$ cat src/rtl/ppu_pkg.sv
// ---------------------------------------------------------------------------
// ppu_pkg
//   Shared types and constants for the PPU nametable VRAM path.
//
//   mirror_t     cartridge nametable mirroring mode (matches the 2-bit
//                mirror_mode encoding driven by the mapper)
//   arb_state_t  CPU-side state of the VRAM port arbiter
//   NT_OFFSET_W  width of a logical nametable offset ($2000-$2FFF -> 12 bits)
//   nt_bank()    selects which 1 KB physical bank a logical offset lands in
// ---------------------------------------------------------------------------
package ppu_pkg;

   localparam int NT_OFFSET_W = 12;

   typedef enum logic [1:0] {
      MIR_HORIZ    = 2'd0,
      MIR_VERT     = 2'd1,
      MIR_SINGLE_A = 2'd2,
      MIR_SINGLE_B = 2'd3
   } mirror_t;

   typedef enum logic {
      ARB_IDLE = 1'b0,
      ARB_PEND = 1'b1
   } arb_state_t;

   // Horizontal mirroring pairs $2000/$2400 and $2800/$2C00, so the top
   // offset bit picks the bank; vertical pairs $2000/$2800, so bit 10 does.
   function automatic logic nt_bank(input logic [NT_OFFSET_W-1:0] offset,
                                    input mirror_t                 mode);
      logic bank;
      case (mode)
         MIR_HORIZ:    bank = offset[11];
         MIR_VERT:     bank = offset[10];
         MIR_SINGLE_A: bank = 1'b0;
         MIR_SINGLE_B: bank = 1'b1;
         default:      bank = 1'b0;
      endcase
      return bank;
   endfunction

endpackage

$ cat src/rtl/nt_mirror_map.sv
// ---------------------------------------------------------------------------
// nt_mirror_map
//   Folds a 12-bit logical nametable offset onto the 2 KB physical VRAM
//   according to the current mirroring mode. Purely combinational.
//
//   Ports:
//     offset  in   NT_OFFSET_W  logical nametable offset (PPU addr[11:0])
//     mode    in   mirror_t     mirroring mode
//     phys    out  VRAM_AW      physical VRAM address {bank, offset[9:0]}
// ---------------------------------------------------------------------------
module nt_mirror_map
   import ppu_pkg::*;
#(
   parameter int VRAM_AW = 11
) (
   input  logic [NT_OFFSET_W-1:0] offset,
   input  mirror_t                mode,
   output logic [VRAM_AW-1:0]     phys
);

   // Each 1 KB logical nametable keeps its low 10 bits; only the bank bit
   // depends on the mirroring mode.
   assign phys = VRAM_AW'({nt_bank(offset, mode), offset[9:0]});

endmodule

$ cat src/rtl/vram_arbiter.sv
// ---------------------------------------------------------------------------
// vram_arbiter
//   Shares port 1 of the 2 KB nametable VRAM between the render fetch
//   pipeline and the CPU PPUDATA path. Render fetches win by default; a
//   pending CPU access takes any cycle render leaves free, and after
//   MAX_WAIT clock-enabled ticks of waiting it preempts render outright.
//   All state advances only on clk edges where clk_en is high.
//
//   Ports:
//     clk, rst_n     master clock, asynchronous active-low reset
//     clk_en         PPU clock enable
//     mirror_mode    0 horiz, 1 vert, 2 single-A, 3 single-B
//     render_req     render fetch request for this tick
//     render_addr    render nametable offset
//     render_data    registered fetch data
//     render_valid   render_data updated at the last clk_en edge
//     render_drop    last render request was preempted by the CPU
//     cpu_req        CPU access request (accepted only while idle)
//     cpu_we         1 = write, 0 = read
//     cpu_addr       CPU nametable offset
//     cpu_wdata      CPU write data
//     cpu_busy       a CPU access is pending
//     cpu_done       CPU access completed at the last clk_en edge
//     cpu_rdata      registered CPU read data, valid with cpu_done
//     vram_addr      VRAM addr1 (combinational)
//     vram_we        VRAM we1 (combinational, gated by clk_en)
//     vram_wdata     VRAM data_in1
//     vram_rdata     VRAM data_out1 (combinational read)
// ---------------------------------------------------------------------------
module vram_arbiter
   import ppu_pkg::*;
#(
   parameter int MAX_WAIT = 7,
   parameter int WAIT_W   = 3,
   parameter int VRAM_AW  = 11
) (
   input  logic                   clk,
   input  logic                   rst_n,
   input  logic                   clk_en,
   input  logic [1:0]             mirror_mode,

   input  logic                   render_req,
   input  logic [NT_OFFSET_W-1:0] render_addr,
   output logic [7:0]             render_data,
   output logic                   render_valid,
   output logic                   render_drop,

   input  logic                   cpu_req,
   input  logic                   cpu_we,
   input  logic [NT_OFFSET_W-1:0] cpu_addr,
   input  logic [7:0]             cpu_wdata,
   output logic                   cpu_busy,
   output logic                   cpu_done,
   output logic [7:0]             cpu_rdata,

   output logic [VRAM_AW-1:0]     vram_addr,
   output logic                   vram_we,
   output logic [7:0]             vram_wdata,
   input  logic [7:0]             vram_rdata
);

   mirror_t                mode;
   arb_state_t             state;
   arb_state_t             state_next;
   logic                   accept;
   logic                   pend;
   logic                   at_max;
   logic                   cpu_grant;
   logic                   render_serve;
   logic [WAIT_W-1:0]      wait_cnt;

   logic                   we_q;
   logic [NT_OFFSET_W-1:0] addr_q;
   logic [7:0]             wdata_q;

   logic [VRAM_AW-1:0]     render_phys;
   logic [VRAM_AW-1:0]     cpu_phys;

   assign mode = mirror_t'(mirror_mode);

   // Mapping is applied combinationally on both sides so a mirroring
   // change takes effect on the very next access, including one already
   // pending.
   nt_mirror_map #(.VRAM_AW(VRAM_AW)) u_map_render (
      .offset (render_addr),
      .mode   (mode),
      .phys   (render_phys)
   );

   nt_mirror_map #(.VRAM_AW(VRAM_AW)) u_map_cpu (
      .offset (addr_q),
      .mode   (mode),
      .phys   (cpu_phys)
   );

   assign pend     = (state == ARB_PEND);
   assign cpu_busy = pend;
   assign at_max   = (wait_cnt == WAIT_W'(MAX_WAIT));

   // The CPU owns the port whenever render is quiet, or once it has waited
   // long enough that render is starved out for one tick.
   assign cpu_grant    = pend & (~render_req | at_max);
   assign render_serve = render_req & ~cpu_grant;

   assign vram_addr  = cpu_grant ? cpu_phys : render_phys;
   assign vram_we    = cpu_grant & we_q & clk_en;
   assign vram_wdata = wdata_q;

   // State register: IDLE/PEND tracks whether a CPU access is outstanding.
   always_ff @(posedge clk or negedge rst_n) begin
      if (!rst_n) begin
         state <= ARB_IDLE;
      end else if (clk_en) begin
         state <= state_next;
      end
   end

   // Next state. A request is only taken from IDLE, so the completion edge
   // (still PEND) can never accept, which enforces the two-tick spacing.
   always_comb begin
      state_next = state;
      accept     = 1'b0;
      case (state)
         ARB_IDLE: begin
            if (cpu_req) begin
               state_next = ARB_PEND;
               accept     = 1'b1;
            end
         end
         ARB_PEND: begin
            if (cpu_grant) begin
               state_next = ARB_IDLE;
            end
         end
         default: begin
            state_next = ARB_IDLE;
         end
      endcase
   end

   // Latched CPU request fields and the starvation counter. Fields only
   // load on accept, so requests seen while busy cannot disturb them.
   always_ff @(posedge clk or negedge rst_n) begin
      if (!rst_n) begin
         we_q     <= 1'b0;
         addr_q   <= '0;
         wdata_q  <= '0;
         wait_cnt <= '0;
      end else if (clk_en) begin
         if (accept) begin
            we_q     <= cpu_we;
            addr_q   <= cpu_addr;
            wdata_q  <= cpu_wdata;
            wait_cnt <= '0;
         end else if (pend && !cpu_grant && !at_max) begin
            wait_cnt <= wait_cnt + 1'b1;
         end
      end
   end

   // Result registers. The valid/drop/done flags are recomputed every tick
   // so they behave as single-tick pulses; a drop is flagged only when the
   // CPU actually took a tick that render had asked for.
   always_ff @(posedge clk or negedge rst_n) begin
      if (!rst_n) begin
         render_data  <= '0;
         render_valid <= 1'b0;
         render_drop  <= 1'b0;
         cpu_rdata    <= '0;
         cpu_done     <= 1'b0;
      end else if (clk_en) begin
         render_valid <= render_serve;
         render_drop  <= render_req & cpu_grant;
         cpu_done     <= cpu_grant;
         if (render_serve) begin
            render_data <= vram_rdata;
         end
         if (cpu_grant && !we_q) begin
            cpu_rdata <= vram_rdata;
         end
      end
   end

endmodule

$ cat config.mk
export PLATFORM = sky130hd
export DESIGN_NAME = vram_arbiter
export DESIGN_NICKNAME = d
export VERILOG_FILES = /design/src/rtl/ppu_pkg.sv /design/src/rtl/nt_mirror_map.sv /design/src/rtl/vram_arbiter.sv
export SDC_FILE = /design/constraint.sdc
export NUM_CORES = 1
export LEC_CHECK = 0
export BUFFER_PORTS_ARGS = -buffer_cell sky130_fd_sc_hd__buf_2
export CAP_MARGIN = 15
export CORE_MARGIN = 2
export CORE_UTILIZATION = 49
export CTS_BUF_LIST = sky130_fd_sc_hd__clkbuf_8
export DETAILED_ROUTE_END_ITERATION = 7
export GPL_TIMING_DRIVEN = 1
export PLACE_DENSITY_LB_ADDON = 0.12
export SKIP_CTS_REPAIR_TIMING = 1
export SYNTH_ARGS = -nofsm -noshare
export SYNTH_HDL_FRONTEND = slang
export SYNTH_SLANG_ARGS = --single-unit
$ cat constraint.sdc
create_clock -name clk -period 2.1 [get_ports clk]
set_input_delay 0.315 -clock clk [delete_from_list [all_inputs] [get_ports clk]]
set_output_delay 0.315 -clock clk [all_outputs]
set_load 0.01 [all_outputs]
==> results.sh, run 1 <==
export IMPL_final_hold_violation_count=0
export IMPL_finClkSkew_ps=1.72
export IMPL_critical_path_endpoint_type="output pin"
export IMPL_detail_route_first_pass_iterations=4
export IMPL_gpl_final_weighted_congestion=0.766
export IMPL_setup_viol_count_final=11
export IMPL_power_per_cell_area_nw_per_um2=1010
export IMPL_synth_area_um2=1990
export IMPL_grt_remaining_overflow=0
export IMPL_synth_largest_area_cell="sky130_fd_sc_hd__dfrtp_1"
export IMPL_grt_setup_unrepaired="yes"
export IMPL_via_count=1395
export IMPL_core_area_um2=3940
export IMPL_via_count_of_the_first_global_routing_pass=1395
export IMPL_post_synth_main_area_contributors="sky130_fd_sc_hd__dfrtp_1 (55%), sky130_fd_sc_hd__mux2_2 (23%), sky130_fd_sc_hd__mux2_4 (5.3%), sky130_fd_sc_hd__buf_6 (2.3%), sky130_fd_sc_hd__a22o_1 (2.2%)"
export IMPL_timing_critical_path_fanout_max=7
export IMPL_static_leakage_power_nw=1.37
export IMPL_synth_avg_cell_area_um2=15.5
export IMPL_worst_r2r_setup_slack_ps=380
export IMPL_placement_io_buffers=87
export IMPL_power_share_sequential_pct=45.7
export IMPL_synth_fp_nets=178
export IMPL_routed_wirelength_um=4020
export IMPL_finalCritPeriodShare_pct=102
export IMPL_capture_instance_of_the_worst_register_to_register_path="render_data[2]$_DFFE_PN0P_"
export IMPL_layout_net_count=273
export IMPL_power_net_switching_mw=0.771
export IMPL_cts_root_buffer_cell="sky130_fd_sc_hd__clkbuf_8"
export IMPL_synth_cell_type_count=24
export IMPL_dp_final_hpwl_um=2990
export IMPL_max_slew_worst_pin_slew_ps=772
export IMPL_grt_first_pass_wirelength_um=6090
export IMPL_path_clk_slew_ps=80
export IMPL_post_synth_top_area_share_pct=55.5
export IMPL_sw_frac_of_total_pct=28.3
export IMPL_clock_path_buffers=2
export IMPL_critical_path_rt_ps=1780
export IMPL_grt_max_degree=38
export IMPL_cts_htree_levels=2
export IMPL_timing_final_ws_setup_ps=-46.1
export IMPL_clock_sinks=44
export IMPL_max_stage_delay_cell_worst_path="sky130_fd_sc_hd__dfrtp_1"
export IMPL_run_status="finished with violations"
export IMPL_routed_via_density=5.09
export IMPL_violations="setup timing"
export IMPL_route_antenna_remaining_nets=0
export IMPL_cp_start_kind="flop"
export IMPL_synthCells=128
export IMPL_post_dp_cell_area_um2=2450
export IMPL_max_cap_viol_count=0
export IMPL_yosysWarningCount=0
export IMPL_cts_made_buffers=5
export IMPL_tritoncts="yes"
export IMPL_detail_route_iter0_violations=81
export IMPL_rr_worst_depth=5
export IMPL_detail_route_drc_violations=0
export IMPL_final_layout_size_suffix_gt1_share_pct=69.6
export IMPL_achievable_frequency_mhz=466
export IMPL_floorplan_die_height_um=67.7
export IMPL_wl_per_cell_um=14.7
export IMPL_global_routing_usage_summed_across_all_routing_layers_pct=18.3
export IMPL_combinationalPowerShare_pct=31.9
export IMPL_post_layout_total_power_mw=2.73
export IMPL_layout_cells_most_common="sky130_fd_sc_hd__buf_2"
export IMPL_syn2layout_area_growth_pct=35.9
export IMPL_timing_critical_path_cells="ha_2, ha_4, nand2b_4, nand2_8, mux2_4, buf_6"
export IMPL_synth_sequential_area_ratio_pct=55.5
export IMPL_maxSlewViolCount=0
export IMPL_stdcell_area_um2=2700
export IMPL_max_stage_delay_ps=410
export IMPL_most_common_layout_cells="sky130_fd_sc_hd__buf_2 (77), sky130_fd_sc_hd__dfrtp_1 (44), sky130_fd_sc_hd__mux2_2 (37)"
export IMPL_hold_path_class="input port to async pin"
export IMPL_worst_vdd_rail_ir_drop_mv=0.711
export IMPL_antennaDiodeCount=0
export IMPL_timing_slew_headroom_pct=48.5
export IMPL_die_area_um2=4580
export IMPL_clk_insertion_delay_late_ps=280
export IMPL_critPathKind="flop to output pin"
export IMPL_critical_register_to_register_path_startpoint="wait_cnt[0]$_DFFE_PN0P_"
export IMPL_placement_rows=23
export IMPL_dieWidth_um=67.7
export IMPL_top_level_ports=88
export IMPL_intPower_mw=1.96
export IMPL_number_of_antenna_violations_at_the_first_check_in_global_routing=0
export IMPL_power_share_clock_pct=22.3
export IMPL_period_minus_slack_ps=2150
export IMPL_initial_util_pct=50.4
export IMPL_worst_ep_arrival_time_ps=1830
export IMPL_synth_ff_latch_count=44
-- power groups by stage --
stage | combinational, mW | clock [mW] | sequential [mW]
finish | 0.870 | 0.609 | 1.25
global route | 0.958 | 0.677 | 1.28
CTS | 0.810 | 0.635 | 1.23
detailed placement | 0.805 | 0 | 1.25
global placement | 0.776 | 0 | 1.23
floorplan | 0.432 | 0 | 1.30
-- layout make-up --
type | instances | area (um2)
Tap cell | 50 | 62.6
Clock inverter | 3 | 38.8
Sequential cell | 44 | 1100
Fill cell | 304 | 1240
Inverter | 1 | 3.75
Timing Repair Buffer | 92 | 539
Multi-Input combinational cell | 79 | 883
Clock buffer | 5 | 68.8
-- flip-flops by register name, indices dropped and copies added (netlist names) --
name          cells
we_q              1
cpu_busy          1
cpu_rdata         8
render_data       8
render_drop       1
addr_q           12
wait_cnt          3
cpu_done          1
vram_wdata        8
render_valid      1
-- kinds of logic after synthesis --
kind of cell / after synthesis / share of synthesized area, %
mux: 49 / 29.0
flops: 44 / 55.5
compound gates: 15 / 6.11
simple gates: 12 / 5.29
buf+inv: 6 / 2.84
fa+ha+maj: 2 / 1.26
-- worst max-delay path by stage --
stage | slack, ps | end | from | cells after the start
floorplan | 240 | vram_addr[3] | wait_cnt[0]$_DFFE_PN0P_ | 6
global placement | 160 | vram_addr[1] | wait_cnt[0]$_DFFE_PN0P_ | 6
detailed placement | 110 | vram_addr[0] | wait_cnt[0]$_DFFE_PN0P_ | 6
CTS | -220 | vram_addr[0] | wait_cnt[0]$_DFFE_PN0P_ | 6
global route | -120 | vram_addr[9] | wait_cnt[0]$_DFFE_PN0P_ | 6
finish | -50 | vram_addr[9] | wait_cnt[0]$_DFFE_PN0P_ | 6
-- cells in the mapped netlist --
cell,instances
sky130_fd_sc_hd__a21bo_2,1
sky130_fd_sc_hd__a21o_1,1
sky130_fd_sc_hd__a21oi_1,2
sky130_fd_sc_hd__a21oi_4,1
sky130_fd_sc_hd__a22o_1,5
sky130_fd_sc_hd__and3b_2,1
sky130_fd_sc_hd__buf_4,1
sky130_fd_sc_hd__buf_6,4
sky130_fd_sc_hd__dfrtp_1,44
sky130_fd_sc_hd__ha_1,2
sky130_fd_sc_hd__inv_1,1
sky130_fd_sc_hd__mux2_1,1
sky130_fd_sc_hd__mux2_2,40
sky130_fd_sc_hd__mux2_4,7
sky130_fd_sc_hd__mux2i_1,1
sky130_fd_sc_hd__nand2_1,5
sky130_fd_sc_hd__nand2_4,1
sky130_fd_sc_hd__nand2b_4,1
sky130_fd_sc_hd__nand3b_4,1
sky130_fd_sc_hd__nand4b_4,1
sky130_fd_sc_hd__nor2_1,2
sky130_fd_sc_hd__o21a_1,2
sky130_fd_sc_hd__o21ai_0,2
sky130_fd_sc_hd__o2bb2ai_1,1
-- stage by stage --
stage	setup slack (ps)	setup TNS (ps)	utilization, %	cells	hold WS, ps
after floorplan	237	0	-	128	19.4
after global placement	157	0	62.2	263	428
after detailed placement	107	0	62.2	263	438
after CTS	-224	-2030	65.0	271	118
after global routing	-123	-1290	68.4	274	152
final	-46.1	-455	68.4	274	99.7
-- per-layer routing --
layer	GRT usage [%]	vias up	part of all wire (%)
li1	-	652	-
met1	20.7	695	38
met2	31.9	44	54
met3	5.83	4	5.9
met4	6.89	0	1.1
met5	0	-	0
-- critical path, delay by kind of cell (launching register included) --
family / cells / cell delay (ps)
flops: 1 / 410
simple gates: 2 / 360
fa+ha+maj: 2 / 350
mux: 1 / 310
buf+inv: 1 / 120
Note: power is estimated with default switching activity, not from simulation.
==> run 2, diff against run 1 <==
Settings changed: CORE_ASPECT_RATIO set to 1.4, SLEW_MARGIN set to 20.
==> run 2 against run 1 <==
Effect of this change:
- the run still ends with setup timing left
- first-iteration DRC count fell by 80%
- clock power is 9.0% lower
- sequential share of layout area increased by 0.56 points
- non-clock buffer count grew 2
- count of clock-buffer cells in the layout is 2 higher
- sequential power barely moved
- maximum frequency down 0.42%
==> results.sh, run 2 (synthesis gave the netlist of run 1 again) <==
export IMPL_area_sequential_um2=1100
export IMPL_maxSlewViolCount=0
export IMPL_finalCritPeriodShare_pct=103
export IMPL_route_antenna_remaining_nets=0
export IMPL_power_per_cell_area_nw_per_um2=1010
export IMPL_max_cap_viol_count=0
export IMPL_violations="setup timing"
export IMPL_max_slew_worst_pin_slew_ps=836
export IMPL_run_status="finished with violations"
export IMPL_detail_route_first_pass_iterations=4
export IMPL_setup_tns_final_ps=-430
export IMPL_final_layout_size_suffix_gt1_share_pct=70.2
export IMPL_top_level_ports=88
export IMPL_floorplan_die_height_um=79.3
export IMPL_worst_ep_arrival_time_ps=1840
export IMPL_initial_util_pct=50.7
export IMPL_period_minus_slack_ps=2160
export IMPL_placement_io_buffers=87
export IMPL_syn2layout_area_growth_pct=34.0
export IMPL_rr_worst_depth=6
export IMPL_hold_path_class="input port to async pin"
export IMPL_timing_critical_path_fanout_max=6
export IMPL_final_hold_violation_count=0
export IMPL_n_fill_cell=301
export IMPL_clock_path_buffers=2
export IMPL_grt_max_degree=39
export IMPL_largest_register="addr_q"
export IMPL_dieWidth_um=57.8
export IMPL_finClkSkew_ps=4.61
export IMPL_layoutNonFillerInstCount=268
export IMPL_global_routing_usage_summed_across_all_routing_layers_pct=19.6
export IMPL_dp_final_hpwl_um=3140
export IMPL_wl_per_cell_um=16.0
export IMPL_via_count=1394
export IMPL_antennaDiodeCount=0
export IMPL_clk_insertion_delay_late_ps=290
export IMPL_static_leakage_power_nw=1.37
export IMPL_cts_root_buffer_cell="sky130_fd_sc_hd__clkbuf_8"
export IMPL_die_area_um2=4580
export IMPL_cts_made_buffers=5
export IMPL_setup_viol_count_final=10
export IMPL_area_occupied_by_multi_input_gates_um2=875
export IMPL_grt_first_pass_wirelength_um=6780
export IMPL_gpl_final_weighted_congestion=0.758
export IMPL_core_area_um2=3920
export IMPL_routed_via_density=5.20
export IMPL_timing_slew_headroom_pct=44.3
export IMPL_most_common_layout_cells="sky130_fd_sc_hd__buf_2 (80), sky130_fd_sc_hd__dfrtp_1 (44), sky130_fd_sc_hd__mux2_2 (37)"
export IMPL_layout_net_count=275
export IMPL_detail_route_iter0_violations=16
export IMPL_grt_remaining_overflow=0
export IMPL_critical_path_rt_ps=1780
export IMPL_timing_final_ws_setup_ps=-55.2
export IMPL_critical_register_to_register_path_startpoint="wait_cnt[0]$_DFFE_PN0P_"
export IMPL_path_clk_slew_ps=70
export IMPL_layout_cells_most_common="sky130_fd_sc_hd__buf_2"
export IMPL_capture_instance_of_the_worst_register_to_register_path="render_data[7]$_DFFE_PN0P_"
export IMPL_critPathKind="flop to output pin"
export IMPL_critical_path_endpoint_type="output pin"
export IMPL_number_of_antenna_violations_at_the_first_check_in_global_routing=0
export IMPL_worst_r2r_setup_slack_ps=310
export IMPL_routed_wirelength_um=4300
export IMPL_detail_route_drc_violations=0
export IMPL_number_of_flip_flops_under_the_largest_register_name=12
export IMPL_cp_start_kind="flop"
export IMPL_dpl_worst_slack_ps=83.4
export IMPL_worst_vdd_rail_ir_drop_mv=0.798
export IMPL_dp_cells=256
export IMPL_grt_setup_unrepaired="yes"
export IMPL_via_count_of_the_first_global_routing_pass=1548
export IMPL_placement_rows=27
export IMPL_cts_htree_levels=2
export IMPL_tritoncts="yes"
export IMPL_clock_sinks=44
export IMPL_achievable_frequency_mhz=464
run 2: cell types whose count changed in the layout (fill, tap and decap cells not counted), sizes merged:
| cell | change |
|---|---|
| buf | +2 |
| clkbuf | +2 |
| bufinv | -1 |
| clkinv | -1 |
| inv | -1 |
run 2: worst max-delay path by stage:
stage	endpoint	startpoint	slack, ps	cells after the start
6_report	vram_addr[8]	wait_cnt[0]$_DFFE_PN0P_	-60	6
5_1_grt	vram_addr[5]	wait_cnt[0]$_DFFE_PN0P_	-100	6
4_1_cts	vram_addr[0]	wait_cnt[0]$_DFFE_PN0P_	-240	6
3_5_place_dp	vram_addr[2]	wait_cnt[0]$_DFFE_PN0P_	80	6
3_3_place_gp	vram_addr[2]	wait_cnt[0]$_DFFE_PN0P_	160	6
2_1_floorplan	vram_addr[3]	wait_cnt[0]$_DFFE_PN0P_	240	6
run 2: final cells by class:
class	instances	area share, %
timing repair buffer	94	20.0
multi-input combinational	79	32.9
inverter	1	0.141
clock buffer	7	3.62
tap	43	2.02
sequential	44	41.4
run 2: report_power, final:
group	total, mW	internal [mW]	switching [mW]
Clock	0.554	0.293	0.261
Sequential	1.25	1.10	0.150
Combinational	0.882	0.511	0.371
run 2: critical path, cell delays in order (launching register included):
cell and delay (ps):
sky130_fd_sc_hd__dfrtp_1 400, sky130_fd_sc_hd__ha_2 210, sky130_fd_sc_hd__ha_4 150, sky130_fd_sc_hd__nand2b_4 190, sky130_fd_sc_hd__nand2_4 150, sky130_fd_sc_hd__mux2_4 310
sky130_fd_sc_hd__buf_2 140
run 2: layer usage:
layer  part of all wire, %  track usage, %  vias to the layer above  wire [um]
met5                     0               0                        -          0
met4                   2.3            10.7                        0         97
met3                   6.1            5.70                        8        263
met2                    55            35.7                       54       2370
met1                    36            19.3                      681       1570
li1                      -               -                      651          -
run 2: metrics by stage:
step,instance area (um2),hold slack [ps],power (mW),util [%]
3_5_place_dp,2440,474,2.07,62.4
4_1_cts,2540,156,2.63,64.8
3_3_place_gp,2440,448,2.01,62.4
2_1_floorplan,1990,19.4,1.74,-
5_1_grt,2660,195,2.85,67.9
6_report,2660,120,2.69,67.9
==> run 3, diff against run 2 <==
Settings changed: CELL_PAD_IN_SITES_DETAIL_PLACEMENT set to 1, CELL_PAD_IN_SITES_GLOBAL_PLACEMENT set to 1, CORE_UTILIZATION 49 to 38, SETUP_SLACK_MARGIN set to 0.05.
==> run 3 against run 2 <==
Effect of this change:
- count of clock-buffer cells in the layout decreased by 1
- the flow finishes with violations (hold timing, setup timing)
- combinational power increased by 0.5%
- power about the same
- non-clock buffer count increased by 1
- sequential power about the same
- critical path depth unchanged
- global-route usage decreased by 3.8 points
- highest routed layer unchanged
- critical endpoint is now vram_addr[0]
- register-to-register slack got worse by 20 ps
==> results.sh, run 3 (synthesis gave the netlist of run 1 again) <==
export IMPL_run_status="finished with violations"
export IMPL_violations="hold timing, setup timing"
export IMPL_final_hold_violation_count=22
export IMPL_critPathKind="flop to output pin"
export IMPL_grt_remaining_overflow=0
export IMPL_timing_critical_path_fanout_max=7
export IMPL_via_count_of_the_first_global_routing_pass=1502
export IMPL_hold_slack_ps=-21.4
export IMPL_timing_critical_path_cells="ha_2, ha_4, nand2b_4, nand2_8, mux2_4, buf_6"
export IMPL_worst_r2r_setup_slack_ps=290
export IMPL_initial_util_pct=38.8
export IMPL_cts_htree_levels=2
export IMPL_clk_insertion_delay_late_ps=290
export IMPL_detail_route_first_pass_iterations=4
export IMPL_timing_final_ws_setup_ps=-51.5
export IMPL_via_count=1435
export IMPL_routed_wirelength_um=4670
export IMPL_critical_path_endpoint_type="output pin"
export IMPL_finalCritPeriodShare_pct=102
export IMPL_floorplan_die_height_um=89.5
export IMPL_path_clk_slew_ps=80
export IMPL_tritoncts="yes"
export IMPL_static_leakage_power_nw=1.38
export IMPL_worst_ep_arrival_time_ps=1840
export IMPL_syn2layout_area_growth_pct=37.9
export IMPL_critical_register_to_register_path_startpoint="wait_cnt[1]$_DFFE_PN0P_"
export IMPL_grt_first_pass_wirelength_um=7000
export IMPL_final_util_pct=53.5
export IMPL_period_minus_slack_ps=2150
export IMPL_timing_slew_headroom_pct=64.6
export IMPL_clock_path_buffers=2
export IMPL_rr_worst_depth=6
export IMPL_cp_start_kind="flop"
export IMPL_routed_via_density=4.90
export IMPL_gpl_final_weighted_congestion=0.714
export IMPL_clock_sinks=44
export IMPL_critical_path_top_delay_family="flip-flops"
export IMPL_largest_register="addr_q"
export IMPL_core_area_um2=5120
export IMPL_number_of_flip_flops_under_the_largest_register_name=12
export IMPL_power_per_cell_area_nw_per_um2=981
export IMPL_top_level_ports=88
export IMPL_cts_root_buffer_cell="sky130_fd_sc_hd__clkbuf_8"
export IMPL_max_cap_viol_count=0
export IMPL_max_stage_delay_cell_worst_path="sky130_fd_sc_hd__dfrtp_1"
export IMPL_hold_path_class="input port to async pin"
export IMPL_finClkSkew_ps=3.40
export IMPL_most_common_layout_cells="sky130_fd_sc_hd__buf_2 (77), sky130_fd_sc_hd__dfrtp_1 (44), sky130_fd_sc_hd__mux2_2 (37)"
export IMPL_placement_io_buffers=87
export IMPL_detail_route_drc_violations=0
export IMPL_number_of_antenna_violations_at_the_first_check_in_global_routing=0
export IMPL_die_area_um2=5830
export IMPL_post_dp_cell_area_um2=2470
export IMPL_achievable_frequency_mhz=465
export IMPL_grt_setup_unrepaired="yes"
export IMPL_layout_cells_most_common="sky130_fd_sc_hd__buf_2"
export IMPL_worst_path_buf_inv=1
export IMPL_dp_cells=279
export IMPL_critical_path_rt_ps=1780
export IMPL_global_routing_usage_summed_across_all_routing_layers_pct=15.8
export IMPL_antennaDiodeCount=0
export IMPL_capture_instance_of_the_worst_register_to_register_path="render_data[4]$_DFFE_PN0P_"
export IMPL_grt_max_degree=24
export IMPL_placement_rows=31
export IMPL_stdcell_area_um2=2740
export IMPL_worst_vdd_rail_ir_drop_mv=0.459
export IMPL_setup_viol_count_final=11
export IMPL_layout_net_count=276
export IMPL_maxSlewViolCount=0
export IMPL_final_layout_size_suffix_gt1_share_pct=70.5
export IMPL_max_stage_delay_ps=410
export IMPL_wl_per_cell_um=16.0
export IMPL_dieWidth_um=65.1
export IMPL_layoutNonFillerInstCount=293
export IMPL_route_antenna_remaining_nets=0
export IMPL_detail_route_iter0_violations=29
export IMPL_setup_tns_final_ps=-430
export IMPL_cts_made_buffers=5
export IMPL_dp_final_hpwl_um=3450
export IMPL_max_slew_worst_pin_slew_ps=531
-- run 3: cell count changes in the layout (fill, tap and decap cells not counted), sizes merged --
cell,before,now
clkinvlp,0,1
inv,1,2
clkbuf,7,6
buf,94,95
-- run 3: routing by layer --
| layer | track usage, % | vias up | part of all wire (%) |
|---|---|---|---|
| met3 | 4.16 | 14 | 5.6 |
| li1 | - | 657 | - |
| met5 | 0 | - | 0 |
| met4 | 6.44 | 0 | 2.8 |
| met2 | 28.4 | 53 | 57 |
| met1 | 17.8 | 711 | 35 |
-- run 3: worst max path at each step --
stage,startpoint,depth (start not counted),end
2_1_floorplan,wait_cnt[0]$_DFFE_PN0P_,6,vram_addr[3]
3_3_place_gp,wait_cnt[0]$_DFFE_PN0P_,6,vram_addr[2]
3_5_place_dp,wait_cnt[0]$_DFFE_PN0P_,6,vram_addr[1]
4_1_cts,wait_cnt[0]$_DFFE_PN0P_,6,vram_addr[1]
5_1_grt,wait_cnt[1]$_DFFE_PN0P_,6,vram_addr[2]
6_report,wait_cnt[1]$_DFFE_PN0P_,6,vram_addr[0]
-- run 3: where the power goes --
| group | leakage [nW] | total [mW] | internal, mW | switching, mW |
|---|---|---|---|---|
| logic | 0.800 | 0.886 | 0.513 | 0.373 |
| clock network | 0.0486 | 0.536 | 0.262 | 0.273 |
| registers | 0.527 | 1.26 | 1.10 | 0.166 |
-- run 3: per-stage QoR --
stage          hold WS (ps)  power (mW)  setup slack [ps]
6_report              -21.4        2.69             -51.5
5_1_grt                5.67        2.85             -97.7
4_1_cts               -7.55        2.62              -248
3_5_place_dp            311        2.08              78.5
3_3_place_gp            298        2.02               150
2_1_floorplan          19.4        1.74               237
-- run 3: cell type report --
cell class / instances / area (um2)
fillers: 567 / 2380
flip-flops and latches: 44 / 1100
multi-input cells: 79 / 891
repair buffers: 95 / 566
clock buffers: 6 / 82.6
well taps: 66 / 82.6
clock inverters: 2 / 11.3
inverters: 1 / 3.75
